--- src/rtl/bt_air_pkg.sv ---
// bt_air_pkg
// Shared definitions for the bt_air_channel air-interface model:
//   - RF channel limit (channels above FK_MAX carry no transmission)
//   - 16-bit Galois LFSR polynomial, step and seed-fix helpers
//   - tx_rec_t: one device's {enable, bit, channel} as seen on the air
package bt_air_pkg;

    localparam int unsigned FK_MAX    = 78;
    localparam int unsigned LFSR_W    = 16;
    localparam logic [15:0] LFSR_POLY = 16'hB400;
    // Channel field width inside the TX record; device channels are zero-extended into it.
    localparam int unsigned TX_FK_W   = 16;

    typedef struct packed {
        logic               en;
        logic               dat;
        logic [TX_FK_W-1:0] fk;
    } tx_rec_t;

    // A channel index above FK_MAX is treated as "not transmitting".
    function automatic logic fk_in_range(input logic [TX_FK_W-1:0] fk);
        return (fk <= TX_FK_W'(FK_MAX));
    endfunction

    // Right-shifting Galois step for x^16+x^14+x^13+x^11+1.
    function automatic logic [LFSR_W-1:0] lfsr_step(input logic [LFSR_W-1:0] s);
        logic [LFSR_W-1:0] nxt;
        nxt = {1'b0, s[LFSR_W-1:1]};
        if (s[0]) begin
            nxt = nxt ^ LFSR_POLY;
        end else begin
            nxt = nxt;
        end
        return nxt;
    endfunction

    // The all-zero state is a lock-up state for the LFSR, so it is replaced by 1.
    function automatic logic [LFSR_W-1:0] seed_fix(input logic [LFSR_W-1:0] s);
        return (s == 16'h0000) ? 16'h0001 : s;
    endfunction

endpackage

--- src/rtl/bt_air_lfsr.sv ---
// bt_air_lfsr
// One 16-bit Galois LFSR used as a per-receiver noise / bit-error source.
// Ports:
//   clk_i      clock
//   rstz_i     synchronous active-low reset, loads the (fixed-up) seed
//   advance_i  step the LFSR by one position
//   load_i     reload the seed; takes priority over advance_i
//   seed_i     seed value (all-zero is replaced by 16'h0001)
//   state_o    current LFSR state
module bt_air_lfsr
    import bt_air_pkg::*;
(
    input  logic              clk_i,
    input  logic              rstz_i,
    input  logic              advance_i,
    input  logic              load_i,
    input  logic [LFSR_W-1:0] seed_i,
    output logic [LFSR_W-1:0] state_o
);

    logic [LFSR_W-1:0] state_q;
    logic [LFSR_W-1:0] state_d;

    // Next state: a seed load wins over a coincident advance.
    always_comb begin
        state_d = state_q;
        if (load_i) begin
            state_d = seed_fix(seed_i);
        end else if (advance_i) begin
            state_d = lfsr_step(state_q);
        end else begin
            state_d = state_q;
        end
    end

    // State register.
    always_ff @(posedge clk_i) begin
        if (!rstz_i) begin
            state_q <= seed_fix(seed_i);
        end else begin
            state_q <= state_d;
        end
    end

    assign state_o = state_q;

endmodule

--- src/rtl/bt_air_channel.sv ---
// bt_air_channel
// Cycle-accurate air interface joining N_DEV link controllers at 6 MHz.
// Each transmitter's {txen, txbit, txfk} passes through a DELAY_CYC-deep
// propagation delay; every receiver hears the single co-channel transmitter
// (other than itself), flags a collision when two or more are present, and
// otherwise sees LFSR noise. Received bits may be flipped for whole 1 us
// bit periods at a programmable rate, and flips seen on valid links are counted.
// Ports:
//   clk_6M, rstz             clock, synchronous active-low reset
//   p_1us                    1 MHz bit strobe (one cycle wide)
//   txen/txbit/txfk          per-device transmit enable, bit, channel
//   rxen/rxfk                per-device receive enable, channel
//   regi_err_en              enable bit-error injection
//   regi_ber_thresh          flip when LFSR < threshold
//   regi_seed                LFSR seed base (receiver r uses seed ^ r)
//   regi_seed_load_p         reload LFSRs, clear flips and error counters
//   rxbit/rxvalid/collision  registered per-receiver outputs
//   err_cnt                  per-receiver saturating flip counters
module bt_air_channel
    import bt_air_pkg::*;
#(
    parameter int unsigned N_DEV     = 2,
    parameter int unsigned FK_W      = 7,
    parameter int unsigned DELAY_CYC = 3,
    parameter int unsigned CNT_W     = 16
) (
    input  logic                   clk_6M,
    input  logic                   rstz,
    input  logic                   p_1us,
    input  logic [N_DEV-1:0]       txen,
    input  logic [N_DEV-1:0]       txbit,
    input  logic [N_DEV*FK_W-1:0]  txfk,
    input  logic [N_DEV-1:0]       rxen,
    input  logic [N_DEV*FK_W-1:0]  rxfk,
    input  logic                   regi_err_en,
    input  logic [15:0]            regi_ber_thresh,
    input  logic [15:0]            regi_seed,
    input  logic                   regi_seed_load_p,
    output logic [N_DEV-1:0]       rxbit,
    output logic [N_DEV-1:0]       rxvalid,
    output logic [N_DEV-1:0]       collision,
    output logic [N_DEV*CNT_W-1:0] err_cnt
);

    tx_rec_t            tx_cur_s [N_DEV];
    tx_rec_t            dly_q    [DELAY_CYC][N_DEV];
    logic [TX_FK_W-1:0] rx_fk_s  [N_DEV];
    logic [LFSR_W-1:0]  lfsr_s   [N_DEV];
    logic [CNT_W-1:0]   cnt_q    [N_DEV];
    logic [CNT_W-1:0]   cnt_d    [N_DEV];

    logic [N_DEV-1:0] rxbit_q,   rxbit_d;
    logic [N_DEV-1:0] rxvalid_q, rxvalid_d;
    logic [N_DEV-1:0] coll_q,    coll_d;
    logic [N_DEV-1:0] flip_q,    flip_d;

    // Per-device LFSRs and counter output mapping.
    for (genvar gi = 0; gi < N_DEV; gi++) begin : g_dev
        logic [LFSR_W-1:0] seed_s;
        assign seed_s = regi_seed ^ LFSR_W'(gi);

        bt_air_lfsr u_lfsr (
            .clk_i     (clk_6M),
            .rstz_i    (rstz),
            .advance_i (p_1us),
            .load_i    (regi_seed_load_p),
            .seed_i    (seed_s),
            .state_o   (lfsr_s[gi])
        );

        assign err_cnt[gi*CNT_W +: CNT_W] = cnt_q[gi];
    end

    // Unpack the flat per-device buses into TX records and RX channels.
    always_comb begin
        for (int unsigned d = 0; d < N_DEV; d++) begin
            tx_cur_s[d].en  = txen[d];
            tx_cur_s[d].dat = txbit[d];
            tx_cur_s[d].fk  = TX_FK_W'(txfk[d*FK_W +: FK_W]);
            rx_fk_s[d]      = TX_FK_W'(rxfk[d*FK_W +: FK_W]);
        end
    end

    // Propagation delay line; stage DELAY_CYC-1 is what the receivers hear.
    always_ff @(posedge clk_6M) begin
        for (int unsigned d = 0; d < N_DEV; d++) begin
            if (!rstz) begin
                for (int unsigned s = 0; s < DELAY_CYC; s++) begin
                    dly_q[s][d] <= '0;
                end
            end else begin
                dly_q[0][d] <= tx_cur_s[d];
                for (int unsigned s = 1; s < DELAY_CYC; s++) begin
                    dly_q[s][d] <= dly_q[s-1][d];
                end
            end
        end
    end

    // Match counting per receiver, next outputs, flip latch and error counter.
    always_comb begin
        logic [3:0] n_v;
        logic       b_v;
        rxbit_d   = '0;
        rxvalid_d = '0;
        coll_d    = '0;
        flip_d    = flip_q;
        n_v       = 4'd0;
        b_v       = 1'b0;
        for (int unsigned r = 0; r < N_DEV; r++) begin
            cnt_d[r] = cnt_q[r];
            n_v      = 4'd0;
            b_v      = 1'b0;
            // A device never hears itself, and out-of-range channels are silent.
            for (int unsigned t = 0; t < N_DEV; t++) begin
                if ((t != r) && dly_q[DELAY_CYC-1][t].en &&
                    fk_in_range(dly_q[DELAY_CYC-1][t].fk) &&
                    (dly_q[DELAY_CYC-1][t].fk == rx_fk_s[r])) begin
                    n_v = n_v + 4'd1;
                    b_v = dly_q[DELAY_CYC-1][t].dat;
                end else begin
                    n_v = n_v;
                    b_v = b_v;
                end
            end

            if (!rxen[r]) begin
                rxbit_d[r]   = 1'b0;
                rxvalid_d[r] = 1'b0;
                coll_d[r]    = 1'b0;
            end else begin
                case (n_v)
                    4'd0: begin
                        rxbit_d[r]   = lfsr_s[r][0];
                        rxvalid_d[r] = 1'b0;
                        coll_d[r]    = 1'b0;
                    end
                    4'd1: begin
                        rxbit_d[r]   = b_v ^ flip_q[r];
                        rxvalid_d[r] = 1'b1;
                        coll_d[r]    = 1'b0;
                    end
                    default: begin
                        rxbit_d[r]   = lfsr_s[r][0];
                        rxvalid_d[r] = 1'b0;
                        coll_d[r]    = 1'b1;
                    end
                endcase
            end

            // flip is decided once per bit period from the pre-advance LFSR value.
            if (regi_seed_load_p) begin
                flip_d[r] = 1'b0;
            end else if (p_1us) begin
                flip_d[r] = regi_err_en && (lfsr_s[r] < regi_ber_thresh);
            end else begin
                flip_d[r] = flip_q[r];
            end

            // Count the bit period just ended if it was flipped on a valid link.
            if (regi_seed_load_p) begin
                cnt_d[r] = '0;
            end else if (p_1us && flip_q[r] && rxvalid_q[r] &&
                         (cnt_q[r] != {CNT_W{1'b1}})) begin
                cnt_d[r] = cnt_q[r] + CNT_W'(1);
            end else begin
                cnt_d[r] = cnt_q[r];
            end
        end
    end

    // Registered outputs, flip latch and error counters.
    always_ff @(posedge clk_6M) begin
        if (!rstz) begin
            rxbit_q   <= '0;
            rxvalid_q <= '0;
            coll_q    <= '0;
            flip_q    <= '0;
            for (int unsigned r = 0; r < N_DEV; r++) begin
                cnt_q[r] <= '0;
            end
        end else begin
            rxbit_q   <= rxbit_d;
            rxvalid_q <= rxvalid_d;
            coll_q    <= coll_d;
            flip_q    <= flip_d;
            for (int unsigned r = 0; r < N_DEV; r++) begin
                cnt_q[r] <= cnt_d[r];
            end
        end
    end

    assign rxbit     = rxbit_q;
    assign rxvalid   = rxvalid_q;
    assign collision = coll_q;

endmodule

--- config.mk ---
export PLATFORM = sky130hd
export DESIGN_NAME = bt_air_channel
export DESIGN_NICKNAME = d
export VERILOG_FILES = /design/src/rtl/bt_air_pkg.sv /design/src/rtl/bt_air_lfsr.sv /design/src/rtl/bt_air_channel.sv
export SDC_FILE = /design/constraint.sdc
export NUM_CORES = 1
export LEC_CHECK = 0
export BUFFER_PORTS_ARGS = -buffer_cell sky130_fd_sc_hd__buf_4
export CAP_MARGIN = 5
export CORE_MARGIN = 2
export CORE_UTILIZATION = 50
export DETAILED_ROUTE_END_ITERATION = 8
export PLACE_DENSITY = 0.71
export SLEW_MARGIN = 20
export SYNTH_ARGS = -nofsm -noshare
export SYNTH_HDL_FRONTEND = slang
export SYNTH_SLANG_ARGS = --single-unit
--- constraint.sdc ---
create_clock -name clk_6M -period 4.6 [get_ports clk_6M]
set_input_delay 0 -clock clk_6M [delete_from_list [all_inputs] [get_ports clk_6M]]
set_output_delay 0 -clock clk_6M [all_outputs]
set_load 0.05 [all_outputs]
==> results.cfg, run 1 <==
[status]
outcome = completed

[drt]
route.final.wire_length_um = 12700
drt_pre_antenna_iters = 4
via_per_inst = 5.08
num_vias = 4553
drc = 0
drt_iter0_drc = 277
ant_nets = 0
wl_per_cell_um = 14.2

[global_route]
grt_first_pass_wirelength_um = 20400
met3_usage_pct = 5.81
grt_pass1_vias = 4511
grt_antenna_before_repair = 0
gr-usage-met2_pct = 38.3
busiest_layer = met2
use_met1_pct = 27.2
grtUsageTotal_pct = 22.4
overflow = 0
grt_max_degree = 59

[worst_hold_path]
holdPathStages = 5
holdCritPathClass = in2reg

[place]
place.gp.congestion = 0.856
place_area_um2 = 6420
port_buffers = 106
dpl.hpwl_um = 8600
placedCellCount = 794

[final_layout]
finalInstanceArea_um2 = 7660
area_growth_pct = 38.2
layout_common_cells = 108 x buf_4, 92 x dfxtp_1, 82 x nand2_1, 71 x dlygate4sd3_1, 54 x and2_1
n_antenna_cell = 0
final_cells = 897
drive_above_1_share_pct = 19.7
nets = 847
fill_cells = 799
final_common_cell = buf_4

[critical_path]
arrival_ns = 3.54
rr_worst_depth = 8
crit_end = rxbit[1]$_SDFF_PN0_
timing.rr.end = rxbit[1]$_SDFF_PN0_
path_max_fanout = 3
path_cells = xnor2_1 -> nand4_1 -> dlygate4sd3_1 -> a211oi_1 -> dlygate4sd3_1 -> nor2_1 -> a211oi_1 -> dlygate4sd3_1
path_buf_inv = 3
critPathKind = reg2reg
r2r-start = dly_q[0][91]$_SDFF_PN0_
startpoint = dly_q[0][91]$_SDFF_PN0_
cp-start-kind = register
max_stage_delay_ns = 0.65
path_delay_family = buffers and inverters
path_common_cell = dlygate4sd3_1
worstPathRequired_ns = 5.06
cp-end-kind = register
cpMaxStageDelayCell = dlygate4sd3_1
reg2reg_slack_ns = 1.52
worst-path-stages = 8

[pwr]
p_per_area_nw_per_um2 = 346
vdd_ir_drop_max_mv = 0.326
power_leakage_nw = 3.25

[clock_tree]
clk_pin_slew_worst_paths_ns = 0.06
post_cts_buffers = 0
cts_sinks = 124
cts_root_buf = clkbuf_8
cts_tree = built
cts_made_buffers = 17
clock_path_buffers = 2
clock_latency_ns = 0.52
htreeDepth = 4

[yosys]
synth_area_um2 = 5540
synth_edf_count = 32
seq_area_frac_synth_pct = 50.6
ys_ff_latch = 124
avgSynthCellArea_um2 = 9.80
ys_warn_count = 0
syn_inst = 566
synth.distinct_cells = 48
synth_ff_type = dfxtp_1
synthArstFlopShare_pct = 0

[timing]
period_minus_slack_ns = 3.08
finalSetupViolations = 0
max_freq_ghz = 0.325
setup_tns_ns = 0
slew_viol_final = 0
slew_headroom_pct = 54.8
clock_skew_ns = 0.00305
worst_pin_slew_ns = 0.677
finalCritPeriodShare_pct = 66.9
rsz0062_at_grt = false
hold_viol_final = 0

[floorplan]
pin_count = 109
die-area_um2 = 11900
core_um2 = 10800
start_util_pct = 51.1
rows = 38
dieWidth_um = 109
die_y_um = 109

[job]
maxCapViolations = 0
==> sequential cells by signal, indices dropped and copies added (netlist names) <==
name                  count
dly_q                    54
cnt_q                    32
g_dev.u_lfsr.state_o     32
flip_q                    2
rxbit                     2
rxvalid                   2
==> power by group <==
part	internal (mW)	switching (mW)
Clock	0.696	0.482
Sequential	1.18	0.0302
Combinational	0.146	0.125
Total	2.02	0.637
==> cells by family after synthesis <==
| family | Yosys count | synth area share, % |
|---|---|---|
| buffers and inverters | 40 | 3.41 |
| muxes | 2 | 0.361 |
| and+or+nand+nor | 258 | 23.6 |
| xor gates and xnor gates | 48 | 7.58 |
| DFF | 124 | 50.6 |
| other | 1 | 0.0676 |
| adders and majority gates | 32 | 7.22 |
| AOI/OAI and AO/OA | 61 | 7.24 |
==> Yosys cell counts (2+ instances only) <==
| master | n | share of area (%) |
|---|---|---|
| dfxtp_1 | 92 | 33 |
| nand2_1 | 82 | 5.6 |
| and2_1 | 54 | 6.1 |
| nor2_1 | 49 | 3.3 |
| xnor2_1 | 37 | 5.8 |
| edfxtp_1 | 32 | 17 |
| ha_1 | 32 | 7.2 |
| nand4_1 | 21 | 2.4 |
| a21oi_1 | 19 | 1.7 |
| inv_1 | 19 | 1.3 |
| nand3_1 | 19 | 1.7 |
| clkbuf_1 | 13 | 0.88 |
| a211oi_1 | 12 | 1.6 |
| o21ai_0 | 11 | 0.99 |
| xor2_1 | 11 | 1.7 |
| nor3_1 | 6 | 0.54 |
| nor4_1 | 6 | 0.68 |
| o2111ai_1 | 5 | 0.79 |
| and3_1 | 4 | 0.45 |
| nor2b_1 | 4 | 0.45 |
| o211ai_1 | 4 | 0.54 |
| buf_4 | 3 | 0.41 |
| a21o_1 | 2 | 0.27 |
| buf_1 | 2 | 0.14 |
| clkbuf_8 | 2 | 0.50 |
| mux2i_1 | 2 | 0.36 |
| nand3_2 | 2 | 0.36 |
==> how the worst min path moves through the flow <==
stage / slack, ns / startpoint / end
finish: 0.08 / regi_seed_load_p / cnt_q[0][1]$_SDFFE_PP0P_
global placement: 0.21 / txfk[8] / dly_q[0][1]$_SDFF_PN0_
floorplan: 0.13 / txfk[7] / dly_q[0][0]$_SDFF_PN0_
global route: 0.08 / regi_ber_thresh[15] / flip_q[1]$_SDFFE_PP0P_
detailed placement: 0.21 / txfk[10] / dly_q[0][3]$_SDFF_PN0_
CTS: 0.05 / regi_ber_thresh[15] / flip_q[1]$_SDFFE_PP0P_
==> per-stage QoR <==
step / power (mW) / worst slack, ns / utilization, % / hold slack [ns]
2_1_floorplan: 1.36 / 2.49 / - / 0.127
4_1_cts: 2.68 / 1.56 / 70.7 / 0.0486
5_1_grt: 2.76 / 1.39 / 70.7 / 0.0797
3_5_place_dp: 1.45 / 2.67 / 59.2 / 0.212
6_report: 2.65 / 1.52 / 70.7 / 0.0788
3_3_place_gp: 1.44 / 2.34 / 59.2 / 0.208
==> metal layers <==
metal / vias to the layer above / wire length [µm]
met5: - / 0
met4: 0 / 129
met3: 15 / 737
met2: 133 / 6370
met1: 2100 / 5470
li1: 2305 / -
==> tightest hold or removal path, stage by stage <==
cell and delay [ns]:
buf_4 0.09, nor2b_2 0.03, buf_4 0.25, nand2_1 0.11
o21ai_0 0.06
==> area by class of cell <==
class | count | area (µm²) | share of cell area, %
timing repair buffer | 179 | 1520 | 19.9
tap | 140 | 175 | 2.29
inverter | 19 | 71.3 | 0.931
sequential | 124 | 2800 | 36.6
multi-input combinational | 403 | 2560 | 33.4
clock inverter | 12 | 86.3 | 1.13
clock buffer | 20 | 447 | 5.83
==> repair_timing <==
action / in CTS / in global routing
endpoints found under the hold margin: 96 / 0
gates resized for setup: 0 / 0
hold buffers: 71 / 0
Note: power is estimated with default switching activity, not from simulation.
==> inputs of run 2 (changes only) <==
--- a/config.mk
+++ b/config.mk
@@ -10,7 +10,7 @@
 export CORE_MARGIN = 2
 export CORE_UTILIZATION = 50
 export DETAILED_ROUTE_END_ITERATION = 8
-export PLACE_DENSITY = 0.71
+export PLACE_DENSITY = 0.74
 export SLEW_MARGIN = 20
 export SYNTH_ARGS = -nofsm -noshare
 export SYNTH_HDL_FRONTEND = slang
==> constraint.sdc (replaced) <==
create_clock -name clk_6M -period 2.8 [get_ports clk_6M]
set_input_delay 0 -clock clk_6M [delete_from_list [all_inputs] [get_ports clk_6M]]
set_output_delay 0 -clock clk_6M [all_outputs]
set_load 0.05 [all_outputs]
==> run 2 against run 1 <==
Worst hold slack worse by 0.043 ns. Sequential share of layout area is 0.10 points lower. Core utilization grew 0.20 points. Critical endpoint unchanged.
==> results.cfg, run 2 (synthesis results as in run 1) <==
[status]
outcome = completed

[global_route]
grt_antenna_before_repair = 0
met3_usage_pct = 5.69
grt_first_pass_wirelength_um = 21400
grt_max_degree = 59
grt_pass1_vias = 4547
busiest_layer = met2
use_met1_pct = 28.8
gr-usage-met2_pct = 38.6
overflow = 0
grtUsageTotal_pct = 23.2

[floorplan]
dieWidth_um = 109
rows = 38
core_um2 = 10800
start_util_pct = 51.1
die-area_um2 = 11900
die_y_um = 109
pin_count = 109

[drt]
route.final.wire_length_um = 13100
drt_pre_antenna_iters = 6
wl_per_cell_um = 14.6
ant_nets = 0
via_per_inst = 5.14
drt_iter0_drc = 287
num_vias = 4619
drc = 0

[critical_path]
cp-start-kind = register
arrival_ns = 2.92
worstPathRequired_ns = 3.22
rr_worst_depth = 7
cp-end-kind = register
reg2reg_slack_ns = 0.30
critPathKind = reg2reg
path_max_fanout = 3
path_cells = xnor2_1 -> nand4_1 -> dlygate4sd3_1 -> a211oi_1 -> dlygate4sd3_1 -> nor2_1 -> a211oi_1
max_stage_delay_ns = 0.62
cpMaxStageDelayCell = dlygate4sd3_1
timing.rr.end = rxbit[1]$_SDFF_PN0_
r2r-start = dly_q[0][90]$_SDFF_PN0_

[worst_hold_path]
holdPathStages = 5
holdCritPathClass = in2reg
min-delay-start = rxfk[9]
hold_end = rxbit[1]$_SDFF_PN0_

[timing]
finalSetupViolations = 0
worst_pin_slew_ns = 0.648
hold_viol_final = 0
fin_hold_ws_ns = 0.0361
period_minus_slack_ns = 2.50
rsz0062_at_grt = false
max_freq_ghz = 0.400
slew_headroom_pct = 55.7
finalCritPeriodShare_pct = 89.3
slew_viol_final = 0
clock_skew_ns = 0.00919
setup_tns_ns = 0

[final_layout]
fill_cells = 763
largest_register_ffs = 54
drive_above_1_share_pct = 19.9
n_antenna_cell = 0
nets = 848
final_common_cell = buf_4
largest-register = dly_q
area_growth_pct = 38.6
layout_common_cells = 109 x buf_4, 92 x dfxtp_1, 82 x nand2_1, 71 x dlygate4sd3_1, 54 x and2_1

[place]
place.gp.congestion = 0.885
port_buffers = 106
dpl.hpwl_um = 8520

[pwr]
vdd_ir_drop_max_mv = 0.405
power.total_mw = 4.40
power_leakage_nw = 3.26
p_per_area_nw_per_um2 = 572

[clock_tree]
cts_resized = 0
cts_tree = built
htreeDepth = 4
clk_pin_slew_worst_paths_ns = 0.06
cts_made_buffers = 17
clock_latency_ns = 0.52
cts_sinks = 124
clock_path_buffers = 2
cts_root_buf = clkbuf_8

[job]
maxCapViolations = 0
[run 2: cell count changes in the layout (fill, tap and decap cells not counted), sizes merged]
cell      change
inv           +1
clkbuf        -2
clkinvlp      -1
buf           +1
clkinv        +2
[run 2: repair_timing]
| item | CTS | global route |
|---|---|---|
| buffers inserted | 0 | 0 |
| hold buffers | 71 | 0 |
| endpoints found under the hold margin | 94 | 0 |
[run 2: layout make-up]
cell class                 count  area [µm²]  share of cell area (%)
timing repair buffer         180        1530                    19.9
clock buffer                  18         439                    5.72
clock inverter                14         108                    1.40
sequential                   124        2800                    36.5
multi-input combinational    403        2560                    33.3
tap                          140         175                    2.28
inverter                      19        71.3                   0.928
[run 2: power breakdown]
group / internal, mW / switching (mW) / leakage [nW]
sequential: 1.93 / 0.0515 / 1.09
clock: 1.15 / 0.821 / 0.269
combinational: 0.239 / 0.203 / 1.91
total: 3.32 / 1.08 / 3.26
[run 2: worst max path at each step]
stage | end | slack, ns | startpoint
2_1_floorplan | cnt_q[0][22]$_SDFFE_PP0P_ | 0.69 | cnt_q[0][16]$_SDFFE_PP0P_
3_3_place_gp | cnt_q[0][22]$_SDFFE_PP0P_ | 0.99 | cnt_q[0][16]$_SDFFE_PP0P_
3_5_place_dp | cnt_q[0][25]$_SDFFE_PP0P_ | 0.93 | cnt_q[0][16]$_SDFFE_PP0P_
4_1_cts | rxbit[1]$_SDFF_PN0_ | 0.33 | dly_q[0][90]$_SDFF_PN0_
5_1_grt | rxbit[1]$_SDFF_PN0_ | 0.12 | dly_q[0][90]$_SDFF_PN0_
6_report | rxbit[1]$_SDFF_PN0_ | 0.30 | dly_q[0][90]$_SDFF_PN0_
[run 2: per-stage QoR]
| step | worst slack (ns) | cell area (µm²) | util (%) | cells |
|---|---|---|---|---|
| floorplan | 0.688 | 5550 | - | 567 |
| global placement | 0.991 | 6430 | 59.3 | 795 |
| CTS | 0.328 | 7680 | 70.9 | 898 |
| finish | 0.301 | 7680 | 70.9 | 898 |
| global route | 0.115 | 7680 | 70.9 | 898 |
| detailed placement | 0.930 | 6430 | 59.3 | 795 |
[run 2: metal layers]
| metal | share of wire [%] | vias up |
|---|---|---|
| met3 | 5.9 | 22 |
| met4 | 1.8 | 0 |
| met5 | 0 | - |
| met2 | 50 | 148 |
| met1 | 43 | 2143 |
| li1 | - | 2306 |
[run 2: critical path: cells and delay by family, from the launching register on]
family | cells | cell delay [ns]
compound gates | 2 | 0.58
xor+xnor | 1 | 0.13
buf+inv | 2 | 1.19
flops | 1 | 0.37
simple gates | 2 | 0.15
==> inputs of run 3 (changes only) <==
--- a/config.mk
+++ b/config.mk
@@ -11,6 +11,8 @@
 export CORE_UTILIZATION = 50
 export DETAILED_ROUTE_END_ITERATION = 8
 export PLACE_DENSITY = 0.74
+export REMOVE_ABC_BUFFERS = 1
+export SKIP_CTS_REPAIR_TIMING = 1
 export SLEW_MARGIN = 20
 export SYNTH_ARGS = -nofsm -noshare
 export SYNTH_HDL_FRONTEND = slang
==> run 3 against run 2 <==
The run now ends with hold timing left. Global-route usage is 2.3 points lower. Maximum frequency up 7.3%. Wire length shrank 3.7%. First-iteration DRC count fell by 20%. Largest cell class unchanged. Critical endpoint is now rxbit[0]$_SDFF_PN0_. Cell count is 1.2% lower. Final area down 0.57%.
==> results.cfg, run 3 (synthesis results as in run 1) <==
[pwr]
switching_share_pct = 23.2
power_leakage_nw = 3.24
p_clk_share_pct = 47.2
p_int_mw = 3.50
p_sw_mw = 1.06
seqPwrFrac_pct = 43.4
p_per_area_nw_per_um2 = 597
power.total_mw = 4.56
vdd_ir_drop_max_mv = 0.474
p_comb_share_pct = 9.4

[floorplan]
rows = 38
core_um2 = 10800
die-area_um2 = 11900
dieWidth_um = 109
die_y_um = 109
pin_count = 109
start_util_pct = 51.1

[critical_path]
path_max_fanout = 3
critPathKind = reg2reg
cpMaxStageDelayCell = dlygate4sd3_1
cp-start-kind = register
cp-end-kind = register
path_delay_family = buffers and inverters
max_stage_delay_ns = 0.60
path_cells = xnor2_1 -> nand4_1 -> dlygate4sd3_1 -> a211oi_1 -> dlygate4sd3_1 -> nor2_1 -> a211oi_1
arrival_ns = 2.76
path_buf_inv = 2
worstPathRequired_ns = 3.23

[timing]
fin_hold_ws_ns = -0.0243
finalCritPeriodShare_pct = 83.2
finalSetupViolations = 0
rsz0062_at_grt = false
slew_viol_final = 0
max_freq_ghz = 0.429
setup_tns_ns = 0
period_minus_slack_ns = 2.33
hold_viol_final = 2
clock_skew_ns = 0.0131
worst_pin_slew_ns = 0.678
slew_headroom_pct = 53.7

[clock_tree]
cts_made_buffers = 17
cts_tree = built
clk_pin_slew_worst_paths_ns = 0.06
clock_path_buffers = 2
cts_root_buf = clkbuf_8
htreeDepth = 4
cts_sinks = 124
clock_latency_ns = 0.51

[global_route]
grt_antenna_before_repair = 0
grt_pass1_vias = 4162
overflow = 0
grtUsageTotal_pct = 20.9
grt_first_pass_wirelength_um = 19300
grt_max_degree = 59

[final_layout]
regArea_um2 = 2800
final_common_cell = buf_4
fin_util_pct = 70.5
drive_above_1_share_pct = 20.2
fill_cells = 780
multi_input_comb_area_um2 = 2560
area_growth_pct = 37.8
largest_register_ffs = 54
nets = 837
largest-register = dly_q
n_antenna_cell = 0
layout_common_cells = 108 x buf_4, 92 x dfxtp_1, 82 x nand2_1, 60 x dlygate4sd3_1, 54 x and2_1

[drt]
wl_per_cell_um = 14.2
via_per_inst = 5.13
drt_iter0_drc = 231
drc = 0
ant_nets = 0
drt_pre_antenna_iters = 4
num_vias = 4546
route.final.wire_length_um = 12600

[worst_hold_path]
holdCritPathClass = in2reg

[job]
maxCapViolations = 0

[place]
place.gp.congestion = 0.839
port_buffers = 106
dpl.hpwl_um = 8680

[status]
violations = hold timing
outcome = complete, but fails checks
run 3: final timing paths:
check | depth (start not counted) | from | slack (ns) | to
max | 7 | dly_q[0][73]$_SDFF_PN0_ | 0.47 | rxbit[0]$_SDFF_PN0_
min | 6 | rxfk[13] | -0.02 | rxbit[1]$_SDFF_PN0_
max reg2reg | 7 | dly_q[0][73]$_SDFF_PN0_ | 0.47 | rxbit[0]$_SDFF_PN0_
min reg2reg | 1 | dly_q[0][56]$_SDFF_PN0_ | 0.43 | dly_q[0][92]$_SDFF_PN0_
run 3: layer usage:
layer  share of wire (%)  vias to the layer above  track usage [%]
li1                    -                     2287                -
met1                  42                     2118             25.0
met2                  50                      120             35.3
met3                 5.2                       21             5.16
met4                 2.3                        0             9.58
met5                   0                        -                0
run 3: stage by stage:
stage,instances,worst slack (ns),area (µm²)
after floorplan,546,0.623,5430
after global routing,887,0.292,7640
after global placement,795,0.946,6440
after detailed placement,795,0.908,6440
final,887,0.471,7640
after CTS,827,0.904,7040
run 3: area by class of cell:
type | instances | share of cell area, %
clock buffers | 22 | 6.49
well taps | 140 | 2.29
inverters | 19 | 0.934
clock inverters | 10 | 1.34
flip-flops and latches | 124 | 36.7
multi-input cells | 403 | 33.5
repair buffers | 169 | 18.7
run 3: worst register-to-register path, cell delays in order (launching register included):
cell,delay (ns)
dfxtp_1,0.32
xnor2_1,0.16
nand4_1,0.10
dlygate4sd3_1,0.56
a211oi_1,0.27
dlygate4sd3_1,0.60
nor2_1,0.04
a211oi_1,0.20
run 3: power by group through the flow:
stage | combinational [mW] | clock [mW] | sequential (mW)
after floorplan | 0.205 | 0 | 2.01
after global placement | 0.347 | 0 | 2.02
after detailed placement | 0.364 | 0 | 2.02
after CTS | 0.365 | 2.18 | 1.98
after global routing | 0.477 | 2.28 | 1.99
final | 0.429 | 2.15 | 1.98
